===== src/rtl/player_mover_if.sv =====
// Player mover bus: frame tick, wall map and key requests in; committed position and status out.
// Tile[row][col] is packed with col 0 as the MSB of each row.
interface player_mover_if;
    logic                frame_tick;
    logic [0:29][0:39]   Tile;
    logic                key_up;
    logic                key_down;
    logic                key_left;
    logic                key_right;
    logic [9:0]          Player_X;
    logic [9:0]          Player_Y;
    logic                busy;
    logic                move_done;
    logic                blocked;

    modport master (
        output frame_tick, Tile, key_up, key_down, key_left, key_right,
        input  Player_X, Player_Y, busy, move_done, blocked
    );

    modport slave (
        input  frame_tick, Tile, key_up, key_down, key_left, key_right,
        output Player_X, Player_Y, busy, move_done, blocked
    );
endinterface


===== src/rtl/player_mover.sv =====
// Per-frame move + four-corner wall check; fixed 7-cycle sequence from tick to committed position.
// No backpressure: ticks arriving while busy are dropped, keys are sampled only on the accepted tick.
module player_mover #(
    parameter int BALL_SIZE = 8,
    parameter int STEP      = 1,
    parameter int START_X   = 24,
    parameter int START_Y   = 24,
    parameter int SCREEN_W  = 640,
    parameter int SCREEN_H  = 480
) (
    input  logic           Clk,
    input  logic           Reset_n,
    player_mover_if.slave  bus
);

    typedef enum logic [2:0] {
        S_IDLE,
        S_CALC,
        S_C0,
        S_C1,
        S_C2,
        S_C3,
        S_RESOLVE
    } state_t;

    typedef enum logic [1:0] {
        D_UP,
        D_DOWN,
        D_LEFT,
        D_RIGHT
    } dir_t;

    localparam logic signed [10:0] L_STEP    = 11'(STEP);
    localparam logic signed [10:0] L_MAX_X   = 11'(SCREEN_W - BALL_SIZE);
    localparam logic signed [10:0] L_MAX_Y   = 11'(SCREEN_H - BALL_SIZE);
    localparam logic        [9:0]  L_EDGE    = 10'(BALL_SIZE - 1);
    localparam logic        [9:0]  L_START_X = 10'(START_X);
    localparam logic        [9:0]  L_START_Y = 10'(START_Y);

    state_t      r_state;
    dir_t        r_dir;
    logic [9:0]  r_x;
    logic [9:0]  r_y;
    logic [9:0]  r_cx;
    logic [9:0]  r_cy;
    logic        r_hit;
    logic        r_busy;
    logic        r_done;
    logic        r_blocked;

    logic              w_key_any;
    dir_t              w_dir_sel;
    logic signed [10:0] w_x_s;
    logic signed [10:0] w_y_s;
    logic signed [10:0] w_up;
    logic signed [10:0] w_down;
    logic signed [10:0] w_left;
    logic signed [10:0] w_right;
    logic [9:0]        w_cand_x;
    logic [9:0]        w_cand_y;
    logic [9:0]        w_corner_x;
    logic [9:0]        w_corner_y;
    logic [5:0]        w_row;
    logic [5:0]        w_col;
    logic              w_wall;

    assign w_key_any = bus.key_up | bus.key_down | bus.key_left | bus.key_right;

    always_comb begin
        w_dir_sel = D_RIGHT;
        if (bus.key_up)        w_dir_sel = D_UP;
        else if (bus.key_down) w_dir_sel = D_DOWN;
        else if (bus.key_left) w_dir_sel = D_LEFT;
    end

    // One bit of headroom so stepping below zero stays negative instead of wrapping.
    assign w_x_s   = signed'({1'b0, r_x});
    assign w_y_s   = signed'({1'b0, r_y});
    assign w_up    = w_y_s - L_STEP;
    assign w_down  = w_y_s + L_STEP;
    assign w_left  = w_x_s - L_STEP;
    assign w_right = w_x_s + L_STEP;

    always_comb begin
        w_cand_x = r_x;
        w_cand_y = r_y;
        case (r_dir)
            D_UP:    w_cand_y = (w_up < 11'sd0)      ? 10'd0         : w_up[9:0];
            D_DOWN:  w_cand_y = (w_down > L_MAX_Y)   ? L_MAX_Y[9:0]  : w_down[9:0];
            D_LEFT:  w_cand_x = (w_left < 11'sd0)    ? 10'd0         : w_left[9:0];
            default: w_cand_x = (w_right > L_MAX_X)  ? L_MAX_X[9:0]  : w_right[9:0];
        endcase
    end

    // C1/C3 probe the right edge, C2/C3 the bottom edge of the candidate box.
    assign w_corner_x = r_cx + (((r_state == S_C1) || (r_state == S_C3)) ? L_EDGE : 10'd0);
    assign w_corner_y = r_cy + (((r_state == S_C2) || (r_state == S_C3)) ? L_EDGE : 10'd0);
    assign w_row      = w_corner_y[9:4];
    assign w_col      = w_corner_x[9:4];
    assign w_wall     = ((w_row < 6'd30) && (w_col < 6'd40)) ? bus.Tile[w_row[4:0]][w_col] : 1'b1;

    always_ff @(posedge Clk) begin
        if (!Reset_n) begin
            r_state   <= S_IDLE;
            r_dir     <= D_UP;
            r_x       <= L_START_X;
            r_y       <= L_START_Y;
            r_cx      <= L_START_X;
            r_cy      <= L_START_Y;
            r_hit     <= 1'b0;
            r_busy    <= 1'b0;
            r_done    <= 1'b0;
            r_blocked <= 1'b0;
        end else begin
            r_done    <= 1'b0;
            r_blocked <= 1'b0;
            case (r_state)
                S_IDLE: begin
                    if (bus.frame_tick && w_key_any) begin
                        r_dir   <= w_dir_sel;
                        r_state <= S_CALC;
                        r_busy  <= 1'b1;
                    end
                end
                S_CALC: begin
                    r_cx    <= w_cand_x;
                    r_cy    <= w_cand_y;
                    r_hit   <= 1'b0;
                    r_state <= S_C0;
                end
                S_C0: begin
                    r_hit   <= r_hit | w_wall;
                    r_state <= S_C1;
                end
                S_C1: begin
                    r_hit   <= r_hit | w_wall;
                    r_state <= S_C2;
                end
                S_C2: begin
                    r_hit   <= r_hit | w_wall;
                    r_state <= S_C3;
                end
                S_C3: begin
                    r_hit     <= r_hit | w_wall;
                    r_done    <= 1'b1;
                    r_blocked <= r_hit | w_wall;
                    r_state   <= S_RESOLVE;
                end
                S_RESOLVE: begin
                    if (!r_hit) begin
                        r_x <= r_cx;
                        r_y <= r_cy;
                    end
                    r_busy  <= 1'b0;
                    r_state <= S_IDLE;
                end
                default: begin
                    r_busy  <= 1'b0;
                    r_state <= S_IDLE;
                end
            endcase
        end
    end

    assign bus.Player_X  = r_x;
    assign bus.Player_Y  = r_y;
    assign bus.busy      = r_busy;
    assign bus.move_done = r_done;
    assign bus.blocked   = r_blocked;

endmodule

===== src/flat_wrapper.sv =====
// flat-port wrapper written by rule: the top's interface ports become plain ports
module player_mover_flat 
#(
    parameter int BALL_SIZE = 8,
    parameter int STEP      = 1,
    parameter int START_X   = 24,
    parameter int START_Y   = 24,
    parameter int SCREEN_W  = 640,
    parameter int SCREEN_H  = 480
)
  (Clk, Reset_n, bus_frame_tick, bus_Tile, bus_key_up, bus_key_down, bus_key_left, bus_key_right, bus_Player_X, bus_Player_Y, bus_busy, bus_move_done, bus_blocked);
  player_mover_if bus_i ();
  input  logic Clk;
  input  logic Reset_n;
  input wire logic [$bits(bus_i.frame_tick)-1:0] bus_frame_tick;
  input wire logic [$bits(bus_i.Tile)-1:0] bus_Tile;
  input wire logic [$bits(bus_i.key_up)-1:0] bus_key_up;
  input wire logic [$bits(bus_i.key_down)-1:0] bus_key_down;
  input wire logic [$bits(bus_i.key_left)-1:0] bus_key_left;
  input wire logic [$bits(bus_i.key_right)-1:0] bus_key_right;
  output wire logic [$bits(bus_i.Player_X)-1:0] bus_Player_X;
  output wire logic [$bits(bus_i.Player_Y)-1:0] bus_Player_Y;
  output wire logic [$bits(bus_i.busy)-1:0] bus_busy;
  output wire logic [$bits(bus_i.move_done)-1:0] bus_move_done;
  output wire logic [$bits(bus_i.blocked)-1:0] bus_blocked;
  assign bus_i.frame_tick = bus_frame_tick;
  assign bus_i.Tile = bus_Tile;
  assign bus_i.key_up = bus_key_up;
  assign bus_i.key_down = bus_key_down;
  assign bus_i.key_left = bus_key_left;
  assign bus_i.key_right = bus_key_right;
  assign bus_Player_X = bus_i.Player_X;
  assign bus_Player_Y = bus_i.Player_Y;
  assign bus_busy = bus_i.busy;
  assign bus_move_done = bus_i.move_done;
  assign bus_blocked = bus_i.blocked;
  player_mover #(.BALL_SIZE(BALL_SIZE), .STEP(STEP), .START_X(START_X), .START_Y(START_Y), .SCREEN_W(SCREEN_W), .SCREEN_H(SCREEN_H)) u_core (.Clk(Clk), .Reset_n(Reset_n), .bus(bus_i));
endmodule

===== config.mk =====
export PLATFORM = sky130hd
export DESIGN_NAME = player_mover_flat
export DESIGN_NICKNAME = d
export VERILOG_FILES = /design/src/rtl/player_mover_if.sv /design/src/rtl/player_mover.sv /design/src/flat_wrapper.sv
export SDC_FILE = /design/constraint.sdc
export NUM_CORES = 1
export LEC_CHECK = 0
export BUFFER_PORTS_ARGS = -buffer_cell sky130_fd_sc_hd__buf_4
export CAP_MARGIN = 20
export CORE_AREA = 2 2 481 483
export CTS_BUF_LIST = sky130_fd_sc_hd__clkbuf_8
export DETAILED_ROUTE_END_ITERATION = 8
export DIE_AREA = 0 0 483 485
export HOLD_SLACK_MARGIN = 0.1
export PLACE_DENSITY = 0.31
export RECOVER_POWER = 50
export SLEW_MARGIN = 0
export SYNTH_ARGS = -nofsm -noshare
export SYNTH_HDL_FRONTEND = slang
export SYNTH_SLANG_ARGS = --single-unit

===== constraint.sdc =====
create_clock -name Clk -period 5 [get_ports Clk]
set_input_delay 1.5 -clock Clk [delete_from_list [all_inputs] [get_ports Clk]]
set_output_delay 1.5 -clock Clk [all_outputs]
set_load 0.02 [all_outputs]

* Yosys cells after proc, flatten, opt, wreduce, memory -nomap -nowiden
Cells that the tools add are included.
Operators by class: add/subtract/negate cells 6, multipliers 0, div/mod/pow operators 0, order comparisons 8, equality and inequality tests 9, shift-type cells 0, mux-type cells 24, bitwise operators 8, reductions and logical operators 14
Operator list (count):
- $bmux W40 S5 | 1
- $mux W40 | 2
- $mux W10 | 4
- $pmux W10 S2 | 2
- $add A10 B1 Y11 const B | 2
- $lt A11 B1 Y1 const B | 2
- $sub A10 B1 Y11 const B | 2
- $add A10 B10 Y10 | 2
- $pmux W3 S6 | 1
- $gt A11 B10 Y1 const B | 1
- $gt A11 B11 Y1 const B | 1
- $eq A3 B3 Y1 const B | 3
- $mux W3 | 3
- $reduce_and A2 Y1 | 4
- $ge A7 B7 Y1 const B | 1
- $not A6 Y7 | 1
- $bmux W1 S6 | 1
- $eq A3 B2 Y1 const B | 2
- $ge A6 B6 Y1 const B | 1
- $lt A6 B5 Y1 const B | 1
- $lt A6 B6 Y1 const B | 1
- $mux W1 | 6
- $not A5 Y6 | 1
- $reduce_or A5 Y1 | 1
- 15 further kinds | 23
Storage, ports and cells: flip-flop bits (word level) 49, bits in latches 0, memory bits (writable) 0, ROM bits 0, input port bits 1207, output and inout port bits 23, logic and storage cells 79, memories 0

* Longest topological paths before layout
Gate-level depths: netlist (run 1).
word-level depth 14, gate-level depth with buffers 21

* Worst setup path after synthesis (run 1)
Ideal clock, no wire load.
kind register to register, start register u_core.r_state[2], end register u_core.r_hit, setup time 86 ps, data arrival time 3695 ps, required time 4914 ps, setup slack 1218 ps, stages on the path, launching flop included 18, cells stage by stage dfxtp_1 buf_4 nor2b_1 ha_1 or3b_4 mux2i_4 nor2_8 buf_12 buf_8 mux2i_1 o221ai_2 a21oi_1 or4_1 a311oi_1 o31ai_1 a32oi_1 nand3_1 a221oi_2
Between the ends: word-level cells in the longest chain between the ends 14, elaborated cells on any way between the ends 27, those cells by class 2 x add/sub; 2 x order compare; 5 x eq/ne; 10 x mux; 3 x bitwise; 5 x reduce/logical
RTL lines:
- from (decl) | line player_mover.sv:40 | state_t r_state;
- from (signal assigned) | line player_mover.sv:104 | r_state <= S_IDLE;
- from (signal assigned) | line player_mover.sv:121 | r_state <= S_CALC;
- from (signal assigned) | line player_mover.sv:129 | r_state <= S_C0;
- $eq A3 B3 Y1 (on tied branches) | line player_mover.sv:97, player_mover.sv:117, player_mover.sv:96
- $logic_or A1 B1 Y1 | line player_mover.sv:97 | assign w_corner_y = r_cy + (((r_state == S_C2) || (r_state == S_C3)) ? L_EDGE : 10'd0);
- $mux W3 | line player_mover.sv:97
- $add A10 B10 Y10 | line player_mover.sv:97
- $not A5 Y6 (implied by the code) | line player_mover.sv:100 | assign w_wall = ((w_row < 6'd30) && (w_col < 6'd40)) ? bus.Tile[w_row[4:0]][w_col] : 1'b1;
- $bmux W40 S5 | line player_mover.sv:100
- $mux W40 (implied by the code) (2 in series) | line player_mover.sv:100
- $bmux W1 S6 | line player_mover.sv:100
- $mux W1 (implied by the code) (2 in series) | line player_mover.sv:100
- $mux W1 | line player_mover.sv:100
- $or A1 B1 Y1
- $pmux W1 S2 | line player_mover.sv:117 | case (r_state)
- to (signal assigned) | line player_mover.sv:132 | r_hit <= r_hit | w_wall;
- to (signal assigned) | line player_mover.sv:136 | r_hit <= r_hit | w_wall;
- to (signal assigned) | line player_mover.sv:140 | r_hit <= r_hit | w_wall;
- to (decl) | line player_mover.sv:46 | logic r_hit;
Several ways; a longest one is shown, not always the timed one. The select of a mux whose other input is x is not followed. A chain may end at the register's enable or synchronous reset.

* Worst setup path after layout (run 1)
Ends and elaborated chain as after synthesis.

==> results of run 1 <==
-- per-stage QoR --
step / setup WS [ns] / power, uW / cells / instance area [um2]
finish: 0.1271 / 3479 / 6575 / 31450
floorplan: 1.218 / 1181 / 2157 / 15300
CTS: 0.005579 / 3556 / 6528 / 31120
global placement: -1.486 / 3202 / 6502 / 30460
detailed placement: -1.432 / 3193 / 6504 / 30490
global route: -0.01109 / 3674 / 6552 / 31390
-- placed cells by master (no fill, tap or decap), types with 44 or more instances in the layout --
cell         n
buf_4     1498
nand2_1    393
mux2i_1    148
nand3_1    138
a21oi_1    135
o21ai_0    132
and3_1      85
a211oi_1    83
mux2_2      80
buf_12      72
mux4_2      53
a221oi_1    50
dfxtp_1     48
a31oi_1     44
-- critical path: stages, from the launching register on --
cell      delay [ns]
dfxtp_2         0.33
nor2b_2         0.17
ha_2            0.19
buf_4           0.14
or3b_4          0.39
mux2i_4         0.24
nor2_8          0.08
buf_12          0.15
buf_12          0.15
buf_12          0.14
buf_12          0.16
mux2_2          0.28
a222oi_1        1.00
a211o_1         0.28
o211ai_1        0.10
and3_1          0.17
o311ai_2        0.32
a32oi_4         0.22
nand3b_1        0.16
a221oi_2        0.07
-- kinds of logic after synthesis --
group                    Yosys count
AND/OR/NAND/NOR                  773
buffers and inverters            265
flip-flops                        49
AO/OA/AOI/OAI                    744
adder cells (fa/ha/maj)            8
XOR/XNOR                          27
multiplexers                     291
-- sequential cells by signal, summed over array words and instances (netlist names) --
signal                flops
u_core.bus.Player_Y      10
u_core.bus.busy           1
u_core.bus.move_done      1
u_core.r_dir              2
u_core.r_state            3
u_core.r_hit              1
u_core.bus.blocked        1
u_core.r_cx              10
u_core.bus.Player_X      10
u_core.r_cy              10
-- synthesized netlist by cell type, types with 7 or more instances --
library cell,instances
dfxtp_1,49
xor2_1,8
buf_4,28
mux4_2,53
a31o_1,10
nor4_1,10
nand4_1,12
a31oi_1,52
a211o_1,11
o211ai_1,12
mux2i_1,154
xnor2_1,17
nor3_1,29
o21ai_0,134
a32oi_1,10
a311oi_1,9
a21oi_1,142
nand3_1,141
or4_1,7
buf_2,37
nor2b_1,8
o22ai_1,38
o311a_1,8
a22oi_1,13
inv_1,21
and3_1,86
nand2_1,395
or3_1,12
and2_1,9
o31ai_1,8
mux2_2,81
clkbuf_1,125
buf_1,15
a2111oi_0,20
nor2_1,37
ha_1,8
a211oi_1,87
o221ai_1,36
a31o_2,20
buf_6,31
a221oi_1,56
-- worst paths after layout --
| check | from | end | slack [ns] | cells past startpoint |
|---|---|---|---|---|
| worst max-delay path | u_core.r_state[2] | u_core.r_hit | 0.13 | 19 |
| worst min-delay path | u_core.r_dir[1] | u_core.r_dir[1] | 0.47 | 2 |
| worst max register to register | u_core.r_state[2] | u_core.r_hit | 0.13 | 19 |
| worst min register to register | u_core.r_dir[1] | u_core.r_dir[1] | 0.47 | 2 |
-- area by class of cell --
| type | instances | area [um2] | area share, % |
|---|---|---|---|
| Clock buffer | 5 | 68.82 | 0.2188 |
| Sequential cell | 49 | 982.2 | 3.123 |
| Tap cell | 3026 | 3786 | 12.04 |
| Antenna cell | 40 | 100.1 | 0.3183 |
| Clock inverter | 1 | 5.005 | 0.01591 |
| Inverter | 21 | 78.83 | 0.2506 |
| Timing Repair Buffer | 1590 | 12860 | 40.90 |
| Multi-Input combinational cell | 1843 | 13570 | 43.14 |
-- power breakdown --
group	total (uW)	switching [uW]	internal, uW
clock	259	166	93.2
combinational	2780	1480	1300
sequential	439	32.1	407
-- repair_timing --
item | CTS | global route
pin swaps | 14 | 9
resized for setup | 62 | 37
cloned | 1 | 0
endpoints found under the setup margin | 2 | 2
buffers inserted | 17 | 7
-- per-layer routing --
metal / track usage, % / vias up / share of wire, %
li1: - / 11150 / -
met1: 22.96 / 12190 / 42
met2: 32.91 / 1204 / 49
met3: 5.899 / 236 / 7.9
met4: 2.716 / 106 / 1.1
met5: 0 / - / 0.29
==> results.toml, run 1 <==
[status]
outcome = "finished clean"

[drt]
wl_mm = 232.1
drt_iter0_markers = 1522
vias_per_cell = 3.785
ant_nets = 0
vias = 24890
avgRoutedWirePerCell_um = 35.31
drc = 0
drt_pre_antenna_iters = 5

[floorplanning]
fp.dieW_um = 483
core_area_um2 = 229000
die_area_um2 = 234300
die_h_um = 485
io_pins = 1230
initial_utilization_pct = 6.682
row_count = 176

[yosys]
synth-adder-area-share_pct = 0.6541
yosysTopAreaCellShare_pct = 10.07
ys_async_sr_fraction_pct = 0
synth-seq-cells = 49
synth_edf_count = 0
syn-mean-instance-area_um2 = 7.095
synth_cells = 2157
yosys.area_share.simple_pct = 23.64
synth_top_family_by_area = "compound AO/OA/AOI/OAI gates"
yosys.area_share.xor_xnor_pct = 1.643
netlist_area_um2 = 15300
netlist-cell-type-count = 94
syn_nets = 3372
muxShareOfSynthArea_pct = 24.15
synth_area_leaders = "mux2i_1 (10%), nand2_1 (9.7%), mux4_2 (7.8%)"
synth_compound_area_share_pct = 33.83
yosysTopAreaCell = "mux2i_1"
yosysWarnings = 0
synth_flop_cell = "dfxtp_1"
yosysSeqAreaShare_pct = 6.410

[power]
p_leak_uw = 0.01281
p_per_area_nw_per_um2 = 110.6
max-vdd-ir-drop_mv = 0.08409

[global_route]
grt_pass1_wl_mm = 287.6
grt_pass1_vias = 25660
grt_max_degree = 55
track_usage_pct = 18.86
grt-ovfl-total = 0
antenna_found_initial = 162

[clock_network]
cts_buffers = 5
cts_tree = "done"
clock-sinks = 49
cts_root_buf = "clkbuf_8"
cts_hold_buf = 0
htreeDepth = 2
clk_path_buf_depth = 2
path_clk_slew_ns = 0.11
clock_latency_ns = 0.34

[timing]
slew_headroom_pct = 20.16
skew_ns = 0.01078
hold-worst-slack_ns = 0.4678
final_max_slew_viol_count = 0
tns_ns = 0
setup_viol = 0
fin_crit_sh_pct = 97.46
period_needed_ns = 4.873
finalHoldViolCount = 0
worst_pin_slew_ns = 1.198
max_freq_mhz = 205.2

[placement]
port_buffers = 1229
dpl.hpwl_mm = 203.0
gp_congestion = 0.8612

[run]
maxCapViolCount = 0

[layout]
nFillCells = 26580
final_util_pct = 13.73
fin_nets = 4725
synthToLayoutAreaGrowth_pct = 105.5
drive_gt1_share_pct = 52.81

[worst_setup_path]
cp_data_arrival_time_ns = 5.10
crit_fanout = 22
required_ns = 5.23
crit_type = "reg -> reg"
critPathCaptureType = "flop"
worst_setup_path_start_kind = "flop"

[min_path]
hold_class = "reg -> reg"
No activity file was read; power rests on OpenSTA's default activity.
==> run 2, diff against run 1 <==
==> constraint.sdc (replaced) <==
create_clock -name Clk -period 5 [get_ports Clk]
set_input_delay 1.25 -clock Clk [delete_from_list [all_inputs] [get_ports Clk]]
set_output_delay 1.25 -clock Clk [all_outputs]
set_load 0.02 [all_outputs]
==> results.toml, run 2 (same netlist as run 1, synthesis figures left out) <==
[worst_setup_path]
r2r_start = "u_core.r_state[2]"
crit_type = "reg -> reg"
worst_setup_path_start_kind = "flop"
required_ns = 5.23
r2r-end = "u_core.r_hit"
r2r_cells = 19
crit_start = "u_core.r_state[2]"
r2r_slack_ns = 0.13
critPathCapture = "u_core.r_hit"
critPathCaptureType = "flop"
crit_fanout = 22
cp_data_arrival_time_ns = 5.10

[global_route]
grt-ovfl-total = 0
met3_usage_pct = 5.899
grt_busiest_layer = "met2"
gr-usage-met1_pct = 22.96
antenna_found_initial = 162
use_met2_pct = 32.91
track_usage_pct = 18.86
grt_max_degree = 55
grt_pass1_vias = 25660
grt_pass1_wl_mm = 287.6

[clock_network]
cts_hold_buf = 0
cts_root_buf = "clkbuf_8"
clock-sinks = 49
path_clk_slew_ns = 0.11
cts_tree = "done"
clk_path_buf_depth = 2
clock_latency_ns = 0.34
cts_buffers = 5
htreeDepth = 2

[drt]
vias_per_cell = 3.785
wl_mm = 232.1
drt_iter0_markers = 1522
ant_nets = 0
drt_pre_antenna_iters = 5
avgRoutedWirePerCell_um = 35.31
drc = 0
vias = 24890

[floorplanning]
io_pins = 1230
die_area_um2 = 234300
initial_utilization_pct = 6.682
die_h_um = 485
row_count = 176
core_area_um2 = 229000
fp.dieW_um = 483

[placement]
port_buffers = 1229
dpl_cell_area_um2 = 30490
dpl.hpwl_mm = 203.0
place_ws_ns = -1.432
gp_congestion = 0.8612

[run]
maxCapViolCount = 0

[timing]
setup_viol = 0
slew_headroom_pct = 20.16
max_freq_mhz = 205.2
worst_pin_slew_ns = 1.198
layout_setup_ws_ns = 0.1271
final_max_slew_viol_count = 0
finalHoldViolCount = 0
skew_ns = 0.01078
fin_crit_sh_pct = 97.46
period_needed_ns = 4.873

[status]
outcome = "finished clean"

[power]
p_leak_uw = 0.01280
max-vdd-ir-drop_mv = 0.08409
p_per_area_nw_per_um2 = 110.6

[layout]
mostFrequentLayoutCells = "buf_4 (1497), nand2_1 (393), mux2i_1 (148)"
final_common_cell = "buf_4"
fin_nets = 4725
drive_gt1_share_pct = 52.78
final_area_um2 = 31450
synthToLayoutAreaGrowth_pct = 105.5

[min_path]
hold_class = "reg -> reg"
[run 2: per-stage QoR]
step	setup TNS, ns	instances	util, %	power, uW	hold slack, ns
floorplan	0	2157	-	1181	0.4406
global placement	-2.881	6502	13.30	3202	0.4461
detailed placement	-2.801	6504	13.31	3193	0.4497
CTS	0	6528	13.59	3556	0.4649
global route	-0.01109	6552	13.71	3674	0.5135
finish	0	6575	13.73	3479	0.4678
[run 2: critical path, cell delays in order (launching register included)]
cell      delay [ns]
dfxtp_2         0.33
nor2b_2         0.17
ha_2            0.19
buf_4           0.14
or3b_4          0.39
mux2i_4         0.24
nor2_8          0.08
buf_12          0.15
buf_12          0.15
buf_12          0.14
buf_12          0.16
mux2_2          0.28
a222oi_1        1.00
a211o_1         0.28
o211ai_1        0.10
and3_1          0.17
o311ai_2        0.32
a32oi_4         0.22
nand3b_1        0.16
a221oi_2        0.07
[run 2: cell type report]
class / instances / area (um2)
diodes: 40 / 100.1
well taps: 3026 / 3786
repair buffers: 1590 / 12860
multi-input cells: 1843 / 13570
clock inverters: 1 / 5.005
inverters: 21 / 78.83
clock buffers: 5 / 68.82
flip-flops and latches: 49 / 982.2
fillers: 26580 / 197600
[run 2: power by group]
part	total [uW]	internal [uW]	leakage [uW]	switching (uW)
sequential	439	407	0.000399	32.1
combinational	2780	1300	0.0124	1480
clock	259	93.2	0.0000401	166
total	3480	1800	0.0128	1680
[run 2: repair_timing]
action                     in CTS  in global routing
pin swaps                      14                  9
setup endpoints to repair       2                  2
setup buffers                  17                  7
gates cloned                    1                  0
resized for setup              62                 37
[run 2: routing by layer]
| metal | wire length [um] | share of wire, % | up-vias |
|---|---|---|---|
| met5 | 678 | 0.29 | - |
| met4 | 2521 | 1.1 | 106 |
| met3 | 18440 | 7.9 | 236 |
| met2 | 114200 | 49 | 1204 |
| met1 | 96330 | 41 | 12190 |
| li1 | - | - | 11150 |
[run 2: worst min-delay path by stage]
stage	from	to	slack, ns	cells past startpoint
after global placement	u_core.r_dir[1]	u_core.r_dir[1]	0.45	2
final	u_core.r_dir[1]	u_core.r_dir[1]	0.47	2
after floorplan	u_core.r_cx[0]	u_core.bus.Player_X[0]	0.44	2
after global routing	u_core.r_dir[1]	u_core.r_dir[1]	0.51	2
after detailed placement	u_core.r_dir[1]	u_core.r_dir[1]	0.45	2
after CTS	u_core.r_dir[1]	u_core.r_dir[1]	0.46	2
